### src/rtl/apb_slave_mem.sv
// -----------------------------------------------------------------------------
// apb_slave_mem
//   APB4 completer backed by a small word-addressed register memory. Each
//   transfer is latched in the setup phase and answered in the access phase
//   with registered PREADY / PRDATA / PSLVERR. Byte strobes select which lanes
//   a write updates. Misaligned addresses and word indices at or beyond DEPTH
//   return PSLVERR and leave memory untouched.
//
//   Build option:
//     APB_SLV_WAIT_EN  when defined, each transfer inserts WAIT_CYCLES wait
//                      states before PREADY is raised. Error responses use the
//                      same timing. When undefined, PREADY is raised in the
//                      first access cycle and no wait counter exists.
//
//   Ports:
//     PCLK     in   clock, all state on the rising edge
//     PRESETn  in   asynchronous active-low reset (clears memory as well)
//     PSEL     in   completer select
//     PENABLE  in   access-phase indicator
//     PWRITE   in   1 = write, 0 = read
//     PADDR    in   byte address [ADDR_WIDTH]
//     PWDATA   in   write data [DATA_WIDTH]
//     PSTRB    in   write byte strobes [DATA_WIDTH/8], ignored on reads
//     PRDATA   out  read data, registered, non-zero only in the ready cycle
//     PREADY   out  transfer complete, registered
//     PSLVERR  out  error response, registered, only in the ready cycle
// -----------------------------------------------------------------------------
module apb_slave_mem #(
  parameter int ADDR_WIDTH  = 8,
  parameter int DATA_WIDTH  = 32,
  parameter int DEPTH       = 64,
  parameter int WAIT_CYCLES = 2
) (
  input  logic                    PCLK,
  input  logic                    PRESETn,
  input  logic                    PSEL,
  input  logic                    PENABLE,
  input  logic                    PWRITE,
  input  logic [ADDR_WIDTH-1:0]   PADDR,
  input  logic [DATA_WIDTH-1:0]   PWDATA,
  input  logic [DATA_WIDTH/8-1:0] PSTRB,
  output logic [DATA_WIDTH-1:0]   PRDATA,
  output logic                    PREADY,
  output logic                    PSLVERR
);

  localparam int IDX_W = $clog2(DEPTH);
  localparam int NB    = DATA_WIDTH / 8;

  // Reject parameter sets the datapath cannot honour.
  if (DATA_WIDTH != 32 || WAIT_CYCLES < 0 || WAIT_CYCLES > 15 ||
      DEPTH < 2 || DEPTH > (1 << (ADDR_WIDTH - 2))) begin : g_param_check
    $error("apb_slave_mem: unsupported parameter combination");
  end

  typedef enum logic {
    IDLE   = 1'b0,
    ACCESS = 1'b1
  } state_t;

  state_t                  state_q;
  logic [IDX_W-1:0]        idx_q;
  logic                    write_q;
  logic [DATA_WIDTH-1:0]   wdata_q;
  logic [NB-1:0]           strb_q;
  logic                    err_q;
  logic [DATA_WIDTH-1:0]   prdata_q;
  logic                    pready_q;
  logic                    pslverr_q;
  logic [DATA_WIDTH-1:0]   mem_q [DEPTH];

  logic                    setup_phase;
  logic                    access_ok;
  logic                    addr_err;
  logic [IDX_W-1:0]        setup_idx;
  logic                    mem_we;

  assign setup_phase = PSEL & ~PENABLE;
  assign access_ok   = PSEL & PENABLE;

  // The full word index is compared against DEPTH before it is truncated to
  // the storage index, so out-of-range addresses can never alias a real word.
  assign addr_err  = (32'(PADDR[ADDR_WIDTH-1:2]) >= 32'(DEPTH)) || (PADDR[1:0] != 2'b00);
  assign setup_idx = PADDR[IDX_W+1:2];

  // pready_q is only ever high in ACCESS, so this is exactly the completion cycle.
  assign mem_we = (state_q == ACCESS) & access_ok & pready_q & write_q & ~err_q;

`ifdef APB_SLV_WAIT_EN
  localparam logic [3:0] WAIT_INIT = 4'(WAIT_CYCLES);
  logic [3:0] cnt_q;
`endif

  always_ff @(posedge PCLK or negedge PRESETn) begin
    if (!PRESETn) begin
      state_q   <= IDLE;
      idx_q     <= '0;
      write_q   <= 1'b0;
      wdata_q   <= '0;
      strb_q    <= '0;
      err_q     <= 1'b0;
      prdata_q  <= '0;
      pready_q  <= 1'b0;
      pslverr_q <= 1'b0;
`ifdef APB_SLV_WAIT_EN
      cnt_q     <= 4'd0;
`endif
    end else begin
      // Responses last exactly one cycle; every other cycle they read as zero.
      prdata_q  <= '0;
      pready_q  <= 1'b0;
      pslverr_q <= 1'b0;
      case (state_q)
        IDLE: begin
          if (setup_phase) begin
            state_q <= ACCESS;
            idx_q   <= setup_idx;
            write_q <= PWRITE;
            wdata_q <= PWDATA;
            strb_q  <= PSTRB;
            err_q   <= addr_err;
`ifdef APB_SLV_WAIT_EN
            cnt_q   <= WAIT_INIT;
            if (WAIT_INIT == 4'd0) begin
              pready_q  <= 1'b1;
              pslverr_q <= addr_err;
              prdata_q  <= (!addr_err && !PWRITE) ? mem_q[setup_idx] : '0;
            end
`else
            pready_q  <= 1'b1;
            pslverr_q <= addr_err;
            prdata_q  <= (!addr_err && !PWRITE) ? mem_q[setup_idx] : '0;
`endif
          end
        end
        ACCESS: begin
          if (!access_ok) begin
            // Requester dropped the transfer early: abandon it silently.
            state_q <= IDLE;
          end
`ifdef APB_SLV_WAIT_EN
          else if (cnt_q != 4'd0) begin
            cnt_q <= cnt_q - 4'd1;
            // Memory cannot change while this transfer is pending, so the
            // read can be taken from the latched index on the last wait cycle.
            if (cnt_q == 4'd1) begin
              pready_q  <= 1'b1;
              pslverr_q <= err_q;
              prdata_q  <= (!err_q && !write_q) ? mem_q[idx_q] : '0;
            end
          end
`endif
          else begin
            state_q <= IDLE;
          end
        end
        default: state_q <= IDLE;
      endcase
    end
  end

  always_ff @(posedge PCLK or negedge PRESETn) begin
    if (!PRESETn) begin
      for (int w = 0; w < DEPTH; w++) begin
        mem_q[w] <= '0;
      end
    end else if (mem_we) begin
      for (int b = 0; b < NB; b++) begin
        if (strb_q[b]) begin
          mem_q[idx_q][8*b +: 8] <= wdata_q[8*b +: 8];
        end
      end
    end
  end

  assign PRDATA  = prdata_q;
  assign PREADY  = pready_q;
  assign PSLVERR = pslverr_q;

endmodule

### config.mk
export PLATFORM = sky130hd
export DESIGN_NAME = apb_slave_mem
export DESIGN_NICKNAME = d
export VERILOG_FILES = /design/src/rtl/apb_slave_mem.sv
export SDC_FILE = /design/constraint.sdc
export NUM_CORES = 2
export LEC_CHECK = 0
export BUFFER_PORTS_ARGS = -buffer_cell sky130_fd_sc_hd__buf_2
export CAP_MARGIN = 10
export CORE_MARGIN = 8
export CORE_UTILIZATION = 55
export CTS_CLUSTER_SIZE = 28
export DETAILED_ROUTE_END_ITERATION = 12
export PLACE_DENSITY = 0.72
export SLEW_MARGIN = 10
export SYNTH_ARGS = -nofsm -noshare
export SYNTH_HDL_FRONTEND = slang
export SYNTH_SLANG_ARGS = --single-unit
### constraint.sdc
create_clock -name PCLK -period 4.9 [get_ports PCLK]
set_clock_uncertainty 0.05 [all_clocks]
set_input_delay 0.98 -clock PCLK [delete_from_list [all_inputs] [get_ports PCLK]]
set_output_delay 0.98 -clock PCLK [all_outputs]
set_load 0.02 [all_outputs]
After elaboration in Yosys (flattened, before gate mapping)
Cells that the tools add are included.
- reductions and logical operators: 6
- muxes and demuxes: 30
- $lt $le $gt $ge: 3
- bitwise logic cells: 11
- operators by type and width (kind ; count):
    2048-bit two-way mux ; 7
    2048-bit bitwise mux ; 4
    32-bit demux with 6-bit select ; 4
    32-bit binary-select mux with 6-bit select ; 1
    32-bit two-way mux ; 6
    24-bit two-way mux ; 1
    16-bit two-way mux ; 1
    7-bit >= comparator, second input constant ; 2
    6-bit NOT with 7-bit output ; 2
    8-bit two-way mux ; 1
    7-bit by 1-bit < comparator with 1-bit output, second input constant ; 1
    1-bit bitwise AND ; 6
    1-bit two-way mux ; 4
    1-bit NOT ; 3
    1-bit logical AND ; 2
    1-bit zero test ; 2
    1-bit case mux with 2 select lines ; 1
    2-bit AND reduction ; 1
    2-bit nonzero test ; 1
- input bits: 49
- output and inout bits: 34
- word-level logic and storage cells: 123
- register bits: 2127

Longest topological paths before layout
- depth after elaboration: 16
- depth in mapped cells: 9
- depth with buffers taken out: 6

Worst setup path before layout
OpenSTA, ideal clock, no wires.
- path type: input-to-reg
- start: input port PADDR[2]
- end: register prdata_q[14], in the netlist PRDATA[14]
- stages on the path: 7
- path buffers: 3
- arrival: 2.756 ns
- slack: 1.956 ns
- library setup time: 0.138 ns
- data required time: 4.712 ns
- path through: buf_4 > buf_6 > buf_2 > mux4_2 > mux4_2 > mux2i_1 > o22ai_1
- longest elaborated chain between the ends: 7
- ends and longest elaborated chain (item ; line ; text):
    start: declaration ; 39 ; input logic [ADDR_WIDTH-1:0] PADDR,
    6-bit NOT with 7-bit output (not written as such) ; 132 ; prdata_q <= (!addr_err && !PWRITE) ? mem_q[setup_idx] : '0;
    32-bit binary-select mux with 6-bit select ; 132 ;
    32-bit two-way mux (not written as such) (2 in a row) ; 132 ;
    32-bit two-way mux ; 132 ;
    32-bit two-way mux ; 115 ; if (setup_phase) begin
    32-bit two-way mux ; 113 ; case (state_q)
    end signal: assignment ; 132 ;
    end: declaration ; 67 ; logic [DATA_WIDTH-1:0] prdata_q;
No other way between the ends. The select of a mux whose other input is x is not followed.
A chain may end at the register's enable or synchronous reset.

Worst setup path after layout
- start: register idx_q[1]
- end: register mem_q[253] (netlist name)
- longest elaborated chain between the ends: 13
- elaborated cells between the ends (all ways): 20
- those cells by class: order compare: 2; mux: 16; bitwise: 1; reduce/logical: 1
- ends and longest elaborated chain (item ; line ; text):
    start: declaration ; 62 ; logic [IDX_W-1:0] idx_q;
    start signal: assignment ; 117 ; idx_q <= setup_idx;
    6-bit NOT with 7-bit output (not written as such) (*) ; 170 ; mem_q[idx_q][8*b +: 8] <= wdata_q[8*b +: 8];
    32-bit demux with 6-bit select ; 170 ;
    2048-bit bitwise mux ; 170 ;
    2048-bit two-way mux ; 169 ; if (strb_q[b]) begin
    2048-bit two-way mux ; 167 ; end else if (mem_we) begin
    2048-bit bitwise mux ; 170 ;
    2048-bit two-way mux ; 169 ;
    2048-bit two-way mux ; 167 ;
    2048-bit bitwise mux ; 170 ;
    2048-bit two-way mux ; 169 ;
    2048-bit two-way mux ; 167 ;
    2048-bit bitwise mux ; 170 ;
    2048-bit two-way mux (*) ; 169 ;
    end signal: indexed assignment ; 170 ;
    end: declaration ; 70 ; logic [DATA_WIDTH-1:0] mem_q [DEPTH];
Every way passes the cells marked *; elsewhere a longest branch is shown, timed or not. The select of a mux whose other input is x is not followed.

==> run metrics <==
area delta synth->final=11.50%; clock-pin slew on the worst setup and hold paths=60 ps; RR Endpoint=mem_q[253]$_DFFE_PN0P_; Worst Slack Setup Final=1288 ps; post-DP HPWL=173200 um; async set-reset flop share out of synthesis=100.0%; GRT Total Usage=29.15%; drt drc=0; die width=433.3 um; dpl cells=8240; CTS tree=done; WL met3=21250 um; post-placement worst setup slack=943.4 ps; RSZ-0062 raised after global routing=no; routed wire length=270400 um; crit-path leading delay family=simple AND/OR/NAND/NOR gates; met1 WL=112300 um; Synth Instances=6068; PwrDens=348.3 mW/mm^2; Final #Nets=6185; Slew @ Worst Pin=1256 ps; initial antenna violation count=12; slowest stage delay, CP=900 ps; share of layout cells above drive strength 1=53.28%; Core Util, Final=61.58%; io pins=83; setup slack, reg-to-reg=1290 ps; Final Setup Violations=0; switching share of total power=24.46%; Max Cap Violations=0; die area=0.1878 sq mm; vias in the first global route=58554; Fin Setup TNS=0 ps; share of power burned in combinational logic=5.8%; hold-fix buffers at CTS=0; Slew Viols, Final=0; Fill cells=12809; initial DRC count=5566; Syn Nets=6117; Seq/Total Area, Yosys=55.54%; drt via density=6.452; worst path cell trace=nor3_1 -> nand2_1 -> nor2_2 -> mux2_2; Final Hold Viols=0; critical path required time=5570 ps; Synth Flop Type=dfrtp_1; routed via count=55857; Core ar.=0.1734 sq mm; number of cells on the worst reg-to-reg path=4; Clk pwr share=45.7%; Slew HR=16.27%; post-synth design cell area=0.09579 sq mm; # clock sinks=2126; CP endpoint kind=register; CTS root buffer=clkbuf_16; # rows=153; number of synthesized flops with an enable pin=0; Syn. warnings=0; first-pass GRT wire length=406300 um; Synth Register Bits=2126; sequential share of power=48.5%; Synth cell types=51; 1st-pass router iterations=8; Final ANT Viol Nets=0; RR Startpoint=idx_q[1]$_DFFE_PN0P_; worst-case clock buffer depth=3; post-CTS setup buffers=0; largest net degree at the start of global routing=173; crit path DAT=4280 ps; Min-Delay Path Class=input port to asynchronous set/reset pin; worst-skew pair later-pin latency=870 ps; Tcrit/Tclk final=73.72%; wire length on met2=122900 um; Max VDD drop=0.0003919 V; Die H=433.3 um; Buf/Inv on CP=0; total gr overflow=0; Pint=28.10 mW; PortBufs=82; final worst path period need=3612 ps; Crit Path Max Fanout=9; type of origin of the critical path=register; Mean Syn Cell Area=15.79 sq um; Finished Layout Cells=8657; post_cts resized=0; crit path kind=register to register; DR top layer=met5; outcome=completed; Psw=9.098 mW; CP max stage cell=nand2_1; RePlAce Congestion=0.8540; H-tree Lvls=4; initial core utilization=55.23%; Leakage=50.93 nW; routed len/inst=31.24 um; maximum achievable frequency=276.8 MHz; TritonCTS buffer count=218
[layer usage]
| layer | GRT usage (%) | up-vias |
|---|---|---|
| met5 | 0 | - |
| met4 | 13.05 | 6 |
| met3 | 7.068 | 601 |
| met2 | 43.56 | 2064 |
| met1 | 41.00 | 30531 |
| li1 | - | 22655 |
[worst max-delay path by stage]
stage | from | to | slack (ps) | cells past startpoint
4_1_cts | idx_q[1]$_DFFE_PN0P_ | mem_q[226]$_DFFE_PN0P_ | 1580 | 4
6_report | idx_q[1]$_DFFE_PN0P_ | mem_q[253]$_DFFE_PN0P_ | 1290 | 4
3_5_place_dp | PADDR[2] | PRDATA[10]$_DFF_PN0_ | 940 | 7
2_1_floorplan | PADDR[2] | PRDATA[14]$_DFF_PN0_ | 1960 | 7
3_3_place_gp | PADDR[2] | PRDATA[10]$_DFF_PN0_ | 920 | 7
5_1_grt | idx_q[2]$_DFFE_PN0P_ | mem_q[251]$_DFFE_PN0P_ | 1420 | 4
[area by class of cell]
class | count | area (sq um) | share of cell area (%)
sequential | 2126 | 53240 | 49.85
multi-input combinational | 3501 | 40650 | 38.06
clock buffer | 338 | 6580 | 6.161
tap | 2325 | 2909 | 2.724
timing repair buffer | 284 | 2575 | 2.411
clock inverter | 65 | 792.0 | 0.7415
antenna | 13 | 32.53 | 0.03046
inverter | 5 | 26.28 | 0.02460
[cell usage in the layout, fill, tap and decap left out, types with 15 or more instances in the layout]
cell	count
a21oi_1	24
mux2i_1	102
a22oi_1	15
clkbuf_16	221
dfrtp_1	2094
nand3_1	28
nor2_1	219
mux4_2	567
clkinv_2	36
mux2_2	2057
o21ai_0	15
o22ai_1	23
buf_4	155
buf_2	77
nand2_1	276
dfrtp_2	31
clkbuf_1	56
buf_12	49
clkbuf_8	61
nor2_2	61
[sequential cells by signal, summed over array words and instances (netlist names)]
register and flops:
PRDATA 32, mem_q 2048, PREADY 1, err_q 1, idx_q 6, strb_q 4
write_q 1, PSLVERR 1, wdata_q 32
[cell families after synthesis]
logic type,count (synthesis),share of synthesized area [%]
multiplexers,2726,38.58
flip-flops,2126,55.54
AND/OR/NAND/NOR,635,2.851
buffers and inverters,441,2.039
AO/OA/AOI/OAI,140,0.9914
[through the flow]
stage                     power (mW)  hold slack (ps)  area [sq um]
after floorplan                19.28            395.5         95790
after CTS                      37.36            21.71        106800
after global placement         20.44            411.2         99380
final                          37.20            26.44        106800
after global routing           38.25            37.97        106800
after detailed placement       20.48            420.2         99380
[cells in the mapped netlist, drive strengths merged, types with 23 or more instances]
master | count | area [sq um]
nand3 | 28 | 140.1
dfrtp | 2126 | 53200
mux2 | 2057 | 23160
mux2i | 102 | 1021
mux4 | 567 | 12770
clkbuf | 291 | 1092
o22ai | 23 | 143.9
buf | 145 | 842.1
a21oi | 24 | 120.1
nand2 | 280 | 1051
nor2 | 280 | 1201
[power by group through the flow]
stage                     registers [mW]  logic [mW]  clock network [mW]
after floorplan                     18.0        1.25                   0
after global placement              18.3        2.10                   0
after detailed placement            18.4        2.13                   0
after CTS                           18.0        2.13                17.2
after global routing                18.1        2.30                17.9
final                               18.0        2.17                17.0
Power figures use the tool's default switching activity.
